===== config.mk =====
export PLATFORM = sky130hd
export DESIGN_NAME = axi_read_arbiter_flat
export DESIGN_NICKNAME = d
export VERILOG_FILES = /design/src/rtl/axi_read_arbiter_if.sv /design/src/rtl/axi_read_arbiter.sv /design/src/flat_wrapper.sv
export SDC_FILE = /design/constraint.sdc
export NUM_CORES = 1
export LEC_CHECK = 0
export ABC_AREA = 1
export BUFFER_PORTS_ARGS = -buffer_cell sky130_fd_sc_hd__buf_2
export CAP_MARGIN = 25
export CORE_MARGIN = 8
export CORE_UTILIZATION = 45
export CTS_BUF_LIST = sky130_fd_sc_hd__clkbuf_8
export DETAILED_ROUTE_END_ITERATION = 6
export PLACE_DENSITY = 0.72
export SYNTH_ARGS = -nofsm -noshare
export SYNTH_HDL_FRONTEND = slang
export SYNTH_SLANG_ARGS = --single-unit

===== constraint.sdc =====
create_clock -name clk -period 1.25 [get_ports clk]
set_input_delay 0.1875 -clock clk [delete_from_list [all_inputs] [get_ports clk]]
set_output_delay 0.1875 -clock clk [all_outputs]
set_load 0.005 [all_outputs]

===== src/rtl/axi_read_arbiter_if.sv =====
// rtl/axi_read_arbiter_if.sv - request, start and read-beat signals of the read-channel arbiter
interface axi_read_arbiter_if #(
   parameter int ADDR_WIDTH = 64
);
   logic                  i_start_read_instr;
   logic                  i_start_read_data;
   logic [ADDR_WIDTH-1:0] i_addr_instr;
   logic [ADDR_WIDTH-1:0] i_addr_data;
   logic                  i_r_valid;
   logic                  i_r_last;
   logic                  o_start_read_axi;
   logic [ADDR_WIDTH-1:0] o_read_addr;
   logic                  o_grant_instr;
   logic                  o_grant_data;
   logic                  o_r_valid_instr;
   logic                  o_r_valid_data;
   logic                  o_r_last_instr;
   logic                  o_r_last_data;
   logic                  o_busy;
   logic                  o_err;

   modport slave (
      input  i_start_read_instr, i_start_read_data, i_addr_instr, i_addr_data, i_r_valid, i_r_last,
      output o_start_read_axi, o_read_addr, o_grant_instr, o_grant_data, o_r_valid_instr,
             o_r_valid_data, o_r_last_instr, o_r_last_data, o_busy, o_err
   );

   modport master (
      output i_start_read_instr, i_start_read_data, i_addr_instr, i_addr_data, i_r_valid, i_r_last,
      input  o_start_read_axi, o_read_addr, o_grant_instr, o_grant_data, o_r_valid_instr,
             o_r_valid_data, o_r_last_instr, o_r_last_data, o_busy, o_err
   );
endinterface


===== src/rtl/axi_read_arbiter.sv =====
// rtl/axi_read_arbiter.sv - shares one AXI read channel between the instr and data cache fills
module axi_read_arbiter #(
   parameter int ADDR_WIDTH = 64,
   parameter int BEATS      = 16,
   parameter bit RR_EN      = 1'b0
) (
   input logic               clk,
   input logic               rst,
   axi_read_arbiter_if.slave bus
);
   localparam int CW = $clog2(BEATS + 1);
   localparam logic [CW-1:0] LAST_BEAT = CW'(BEATS - 1);
   localparam logic [CW-1:0] FULL_CNT  = CW'(BEATS);

   typedef enum logic [1:0] {ST_IDLE, ST_ISSUE, ST_WAIT} state_t;

   state_t                r_state;
   logic                  r_pend_instr;
   logic                  r_pend_data;
   logic                  r_grant_instr;
   logic                  r_grant_data;
   logic                  r_last_was_data;
   logic                  r_start;
   logic                  r_err;
   logic [ADDR_WIDTH-1:0] r_addr_instr;
   logic [ADDR_WIDTH-1:0] r_addr_data;
   logic [ADDR_WIDTH-1:0] r_addr_issue;
   logic [CW-1:0]         r_beat_cnt;

   logic w_in_wait, w_beat, w_end, w_dup_instr, w_dup_data;
   logic w_pick_data, w_short, w_overrun, w_stray, w_err_now;

   assign w_in_wait   = (r_state == ST_WAIT);
   assign w_beat      = w_in_wait & bus.i_r_valid;
   assign w_end       = w_beat & bus.i_r_last;
   assign w_dup_instr = bus.i_start_read_instr & (r_pend_instr | r_grant_instr);
   assign w_dup_data  = bus.i_start_read_data & (r_pend_data | r_grant_data);
   // A tie goes to data unless round-robin is on and data won the previous grant.
   assign w_pick_data = r_pend_data & (~r_pend_instr | ~RR_EN | ~r_last_was_data);
   assign w_short     = w_end & (r_beat_cnt != LAST_BEAT);
   assign w_overrun   = w_beat & ~bus.i_r_last & (r_beat_cnt == LAST_BEAT);
   assign w_stray     = bus.i_r_valid & ~w_in_wait;
   assign w_err_now   = w_dup_instr | w_dup_data | w_short | w_overrun | w_stray;

   assign bus.o_start_read_axi = r_start;
   assign bus.o_read_addr      = r_start ? r_addr_issue : '0;
   assign bus.o_grant_instr    = r_grant_instr;
   assign bus.o_grant_data     = r_grant_data;
   assign bus.o_r_valid_instr  = w_beat & r_grant_instr;
   assign bus.o_r_valid_data   = w_beat & r_grant_data;
   assign bus.o_r_last_instr   = w_end & r_grant_instr;
   assign bus.o_r_last_data    = w_end & r_grant_data;
   assign bus.o_busy           = (r_state != ST_IDLE) | r_pend_instr | r_pend_data;
   assign bus.o_err            = r_err;

   always_ff @(posedge clk) begin
      if (rst) begin
         r_state         <= ST_IDLE;
         r_pend_instr    <= 1'b0;
         r_pend_data     <= 1'b0;
         r_grant_instr   <= 1'b0;
         r_grant_data    <= 1'b0;
         r_last_was_data <= 1'b0;
         r_start         <= 1'b0;
         r_err           <= 1'b0;
         r_addr_instr    <= '0;
         r_addr_data     <= '0;
         r_addr_issue    <= '0;
         r_beat_cnt      <= '0;
      end else begin
         r_start <= 1'b0;
         if (w_err_now) r_err <= 1'b1;
         if (bus.i_start_read_instr && !w_dup_instr) begin
            r_pend_instr <= 1'b1;
            r_addr_instr <= bus.i_addr_instr;
         end
         if (bus.i_start_read_data && !w_dup_data) begin
            r_pend_data <= 1'b1;
            r_addr_data <= bus.i_addr_data;
         end
         case (r_state)
            ST_IDLE: begin
               if (r_pend_instr || r_pend_data) begin
                  r_state         <= ST_ISSUE;
                  r_start         <= 1'b1;
                  r_last_was_data <= w_pick_data;
                  r_grant_data    <= w_pick_data;
                  r_grant_instr   <= ~w_pick_data;
                  if (w_pick_data) begin
                     r_pend_data  <= 1'b0;
                     r_addr_issue <= r_addr_data;
                  end else begin
                     r_pend_instr <= 1'b0;
                     r_addr_issue <= r_addr_instr;
                  end
               end
            end
            ST_ISSUE: r_state <= ST_WAIT;
            ST_WAIT: begin
               if (w_end) begin
                  r_state       <= ST_IDLE;
                  r_beat_cnt    <= '0;
                  r_grant_instr <= 1'b0;
                  r_grant_data  <= 1'b0;
               end else if (w_beat && r_beat_cnt != FULL_CNT) begin
                  // Saturate so an overlong burst cannot wrap back to a legal count.
                  r_beat_cnt <= r_beat_cnt + 1'b1;
               end
            end
            default: r_state <= ST_IDLE;
         endcase
      end
   end
endmodule


===== src/flat_wrapper.sv =====
// flat-port wrapper written by rule: the top's interface ports become plain ports
module axi_read_arbiter_flat 
#(
   parameter int ADDR_WIDTH = 64,
   parameter int BEATS      = 16,
   parameter bit RR_EN      = 1'b0
)
  (clk, rst, bus_i_start_read_instr, bus_i_start_read_data, bus_i_addr_instr, bus_i_addr_data, bus_i_r_valid, bus_i_r_last, bus_o_start_read_axi, bus_o_read_addr, bus_o_grant_instr, bus_o_grant_data, bus_o_r_valid_instr, bus_o_r_valid_data, bus_o_r_last_instr, bus_o_r_last_data, bus_o_busy, bus_o_err);
  axi_read_arbiter_if #(.ADDR_WIDTH(ADDR_WIDTH)) bus_i ();
  input logic clk;
  input logic rst;
  input wire logic [$bits(bus_i.i_start_read_instr)-1:0] bus_i_start_read_instr;
  input wire logic [$bits(bus_i.i_start_read_data)-1:0] bus_i_start_read_data;
  input wire logic [$bits(bus_i.i_addr_instr)-1:0] bus_i_addr_instr;
  input wire logic [$bits(bus_i.i_addr_data)-1:0] bus_i_addr_data;
  input wire logic [$bits(bus_i.i_r_valid)-1:0] bus_i_r_valid;
  input wire logic [$bits(bus_i.i_r_last)-1:0] bus_i_r_last;
  output wire logic [$bits(bus_i.o_start_read_axi)-1:0] bus_o_start_read_axi;
  output wire logic [$bits(bus_i.o_read_addr)-1:0] bus_o_read_addr;
  output wire logic [$bits(bus_i.o_grant_instr)-1:0] bus_o_grant_instr;
  output wire logic [$bits(bus_i.o_grant_data)-1:0] bus_o_grant_data;
  output wire logic [$bits(bus_i.o_r_valid_instr)-1:0] bus_o_r_valid_instr;
  output wire logic [$bits(bus_i.o_r_valid_data)-1:0] bus_o_r_valid_data;
  output wire logic [$bits(bus_i.o_r_last_instr)-1:0] bus_o_r_last_instr;
  output wire logic [$bits(bus_i.o_r_last_data)-1:0] bus_o_r_last_data;
  output wire logic [$bits(bus_i.o_busy)-1:0] bus_o_busy;
  output wire logic [$bits(bus_i.o_err)-1:0] bus_o_err;
  assign bus_i.i_start_read_instr = bus_i_start_read_instr;
  assign bus_i.i_start_read_data = bus_i_start_read_data;
  assign bus_i.i_addr_instr = bus_i_addr_instr;
  assign bus_i.i_addr_data = bus_i_addr_data;
  assign bus_i.i_r_valid = bus_i_r_valid;
  assign bus_i.i_r_last = bus_i_r_last;
  assign bus_o_start_read_axi = bus_i.o_start_read_axi;
  assign bus_o_read_addr = bus_i.o_read_addr;
  assign bus_o_grant_instr = bus_i.o_grant_instr;
  assign bus_o_grant_data = bus_i.o_grant_data;
  assign bus_o_r_valid_instr = bus_i.o_r_valid_instr;
  assign bus_o_r_valid_data = bus_i.o_r_valid_data;
  assign bus_o_r_last_instr = bus_i.o_r_last_instr;
  assign bus_o_r_last_data = bus_i.o_r_last_data;
  assign bus_o_busy = bus_i.o_busy;
  assign bus_o_err = bus_i.o_err;
  axi_read_arbiter #(.ADDR_WIDTH(ADDR_WIDTH), .BEATS(BEATS), .RR_EN(RR_EN)) u_core (.clk(clk), .rst(rst), .bus(bus_i));
endmodule

==> results.md <==
* Fillcell total at 1382
* CTS Buffer Depth at 3
* Commonest non-fill, non-tap cell in the layout: nor2_1
* Post-layout minimum cycle time at 1.595 ns
* CTS tree: yes
* Avg Synthesized Cell Area at 7.241 um2
* Status: finished with violations
* Syn Inst Count at ~1200
* Crit end category: output port
* CTS root buf: clkbuf_8
* CTS sink count at around 210
* Design area at 13120 um2
* Worst-Skew Late Latency at 0.51 ns
* Top-area cell type share of the netlist area at 0.4894
* Die width at around 150 um
* Fmax at 0.6271 GHz
* Post-placement cell count at 1557
* Crit share post-route at 1.276
* Final std cells w/o fill at between 1500 and 2000
* Worst Path Arrival at between 1 and 1.5 ns
* Via count at between 9000 and 10000
* Synthesized cell area at approximately 8400 um2
* Routed wire per std cell at between 15 and 20 um
* Routed vias/inst at between 5 and 6
* Drt first pass iters at 5
* Post-detailed-route count of antenna-violating nets at 0
* Setup slack after layout at -0.3446 ns
* Setup crit start kind: flop
* Failing checks: negative setup slack
* Worst Setup Path Type: flop to output port
* Slew @ Worst Pin at about 0.36 ns
* RePlAce Congestion at approximately 0.77
* I/O pin cnt at approximately 210
* VDD IR-drop max at 1229 uV
* # DRC at 0
* Largest net degree at the start of global routing at between 60 and 70
* Syn nets at roughly 1300
* Max-cap violations at 0
* Die outline height at 152.5 um
* Clk_skew at between 0.015 and 0.02 ns
* Post-synthesis cell type count at 21
* Gr ovfl total at 0
* Synth area leader: dfxtp_1
* Layout cells sized above 1 at 0.3061
* Worst Hold Class: input port to flop
* Slew Viols, Final at 0
* Crit-path max FO at 9
* CTS H-tree depth at 2
* Most frequent cells in the layout: nor2_1 (278), dfxtp_1 (196), buf_2 (192)
* Vias in the first global route at 8878
* Cell Area, Placed at approximately 9900 um2
* Final WL at 29950 um
* Seq/Total Area, Yosys at 0.4894
* Final Hold Vio Count at 0
* Total Routing Usage GR at 0.2181
* CTS Buf Count at 36
* Initial antenna violation count at 2
* Layout Nets at approximately 1700
* First-pass GRT wire length at between 40000 and 50000 um
* Hpwl dp at between 15000 and 20000 um
* Row count at 50
* Pwr dens at approximately 1600 nW/um2
* Synth top area cells: dfxtp_1 (49%), nor2_1 (13%), o21ai_0 (7.3%)
* Max-slew headroom at 0.7598
* CTS clk-pin slew, worst paths at 0.06 ns
* Placeable Area at 18520 um2
* Data required, critical path at roughly 1.1 ns
* Drt initial violations at approximately 450
* Layout Area Growth over Synthesis at 56.45%
* Starting Density at 0.4528
* Register bit total from synthesis at between 200 and 250
* Leakage at between 0.006 and 0.007 uW
* Port Buffers at between 200 and 250
* Final setup fails at between 200 and 250
* RSZ-0062 raised after global routing: yes
* Syn. warnings at 0
* Die Area at 23260 um2
-- logic make-up after synthesis --
group                    share of synthesized area
AO/OA/AOI/OAI                               0.2174
adder cells (fa/ha/maj)                   0.004477
buffers and inverters                       0.1140
flip-flops                                  0.4894
AND/OR/NAND/NOR                             0.1747
-- worst max-delay path, stage by stage, from the launching register on --
cell     delay (ns)
dfxtp_4        0.36
buf_12         0.14
buf_12         0.14
nand2_2        0.09
inv_2          0.04
buf_2          0.12
-- through the flow --
step	total power [uW]	setup TNS, ns	utilization	setup slack (ns)	hold slack, ns
final	20430	-31.56	0.7084	-0.3446	0.03312
after global routing	21400	-42.08	0.7084	-0.3849	0.02568
after CTS	19130	-21.36	0.6538	-0.3408	0.01484
after detailed placement	12120	-0.1063	0.5326	-0.03170	0.4365
after global placement	12020	-0.001172	0.5326	-0.001172	0.4378
after floorplan	10680	0	-	0.02329	0.2566
-- sequential cells by signal, summed over array words and instances (netlist names) --
register	count
u_core.r_addr_issue	64
u_core.r_state	2
u_core.r_pend_data	1
u_core.bus.o_grant_instr	1
u_core.bus.o_err	1
u_core.bus.o_grant_data	1
u_core.r_addr_instr	64
u_core.r_beat_cnt	5
u_core.r_pend_instr	1
u_core.bus.o_start_read_axi	1
u_core.r_addr_data	64
-- Yosys cell counts, drive strengths merged --
cell type,number
inv,153
nor3,1
nand4,2
a21oi,69
nand2,86
ha,3
o21ai,197
a211oi,64
nor2,289
dfxtp,205
clkbuf,42
nand3,6
buf,41
-- final cells by class --
class / count / area [um2] / share of cell area
diodes: 2 / 5.005 / 0.0003815
clock buffers: 49 / 674.4 / 0.05141
clock inverters: 16 / 107.6 / 0.008202
inverters: 153 / 595.6 / 0.04540
multi-input cells: 718 / 3697 / 0.2818
flip-flops and latches: 205 / 4120 / 0.3141
well taps: 234 / 292.8 / 0.02232
repair buffers: 411 / 3626 / 0.2764
-- per-layer routing --
layer	vias up	global-route usage	share of wire	routed length, um
li1	4438	-	-	-
met1	4260	0.2370	0.39	11580
met2	378	0.3913	0.50	14990
met3	133	0.04169	0.062	1863
met4	0	0.1268	0.051	1520
met5	-	0	0	0
-- what timing repair did --
action	in CTS	in global routing
endpoints found under the setup margin	79	221
hold buffers	127	0
buffers inserted	5	10
hold endpoints to repair	127	0
gates cloned	1	21
gates resized for setup	40	193
pin swaps	5	40
-- report_power, final --
part	internal, uW	switching (uW)
combinational	2680	3080
sequential	7600	555
clock	3720	2800
-- final timing paths --
check | start | to | slack, ns | depth (start not counted)
worst max register to register | u_core.r_state[1]$_SDFFE_PP0P_ | u_core.r_addr_issue[58]$_SDFFE_PP0P_ | -0.15 | 6
worst max-delay path | u_core.bus.o_start_read_axi$_SDFF_PP0_ | bus_o_read_addr[27] | -0.34 | 5
worst min-delay path | rst | u_core.bus.o_start_read_axi$_SDFF_PP0_ | 0.03 | 3
worst min register to register | u_core.r_addr_instr[49]$_SDFFE_PP0P_ | u_core.r_addr_instr[49]$_SDFFE_PP0P_ | 0.45 | 2
(Power assumes the default switching activity.)
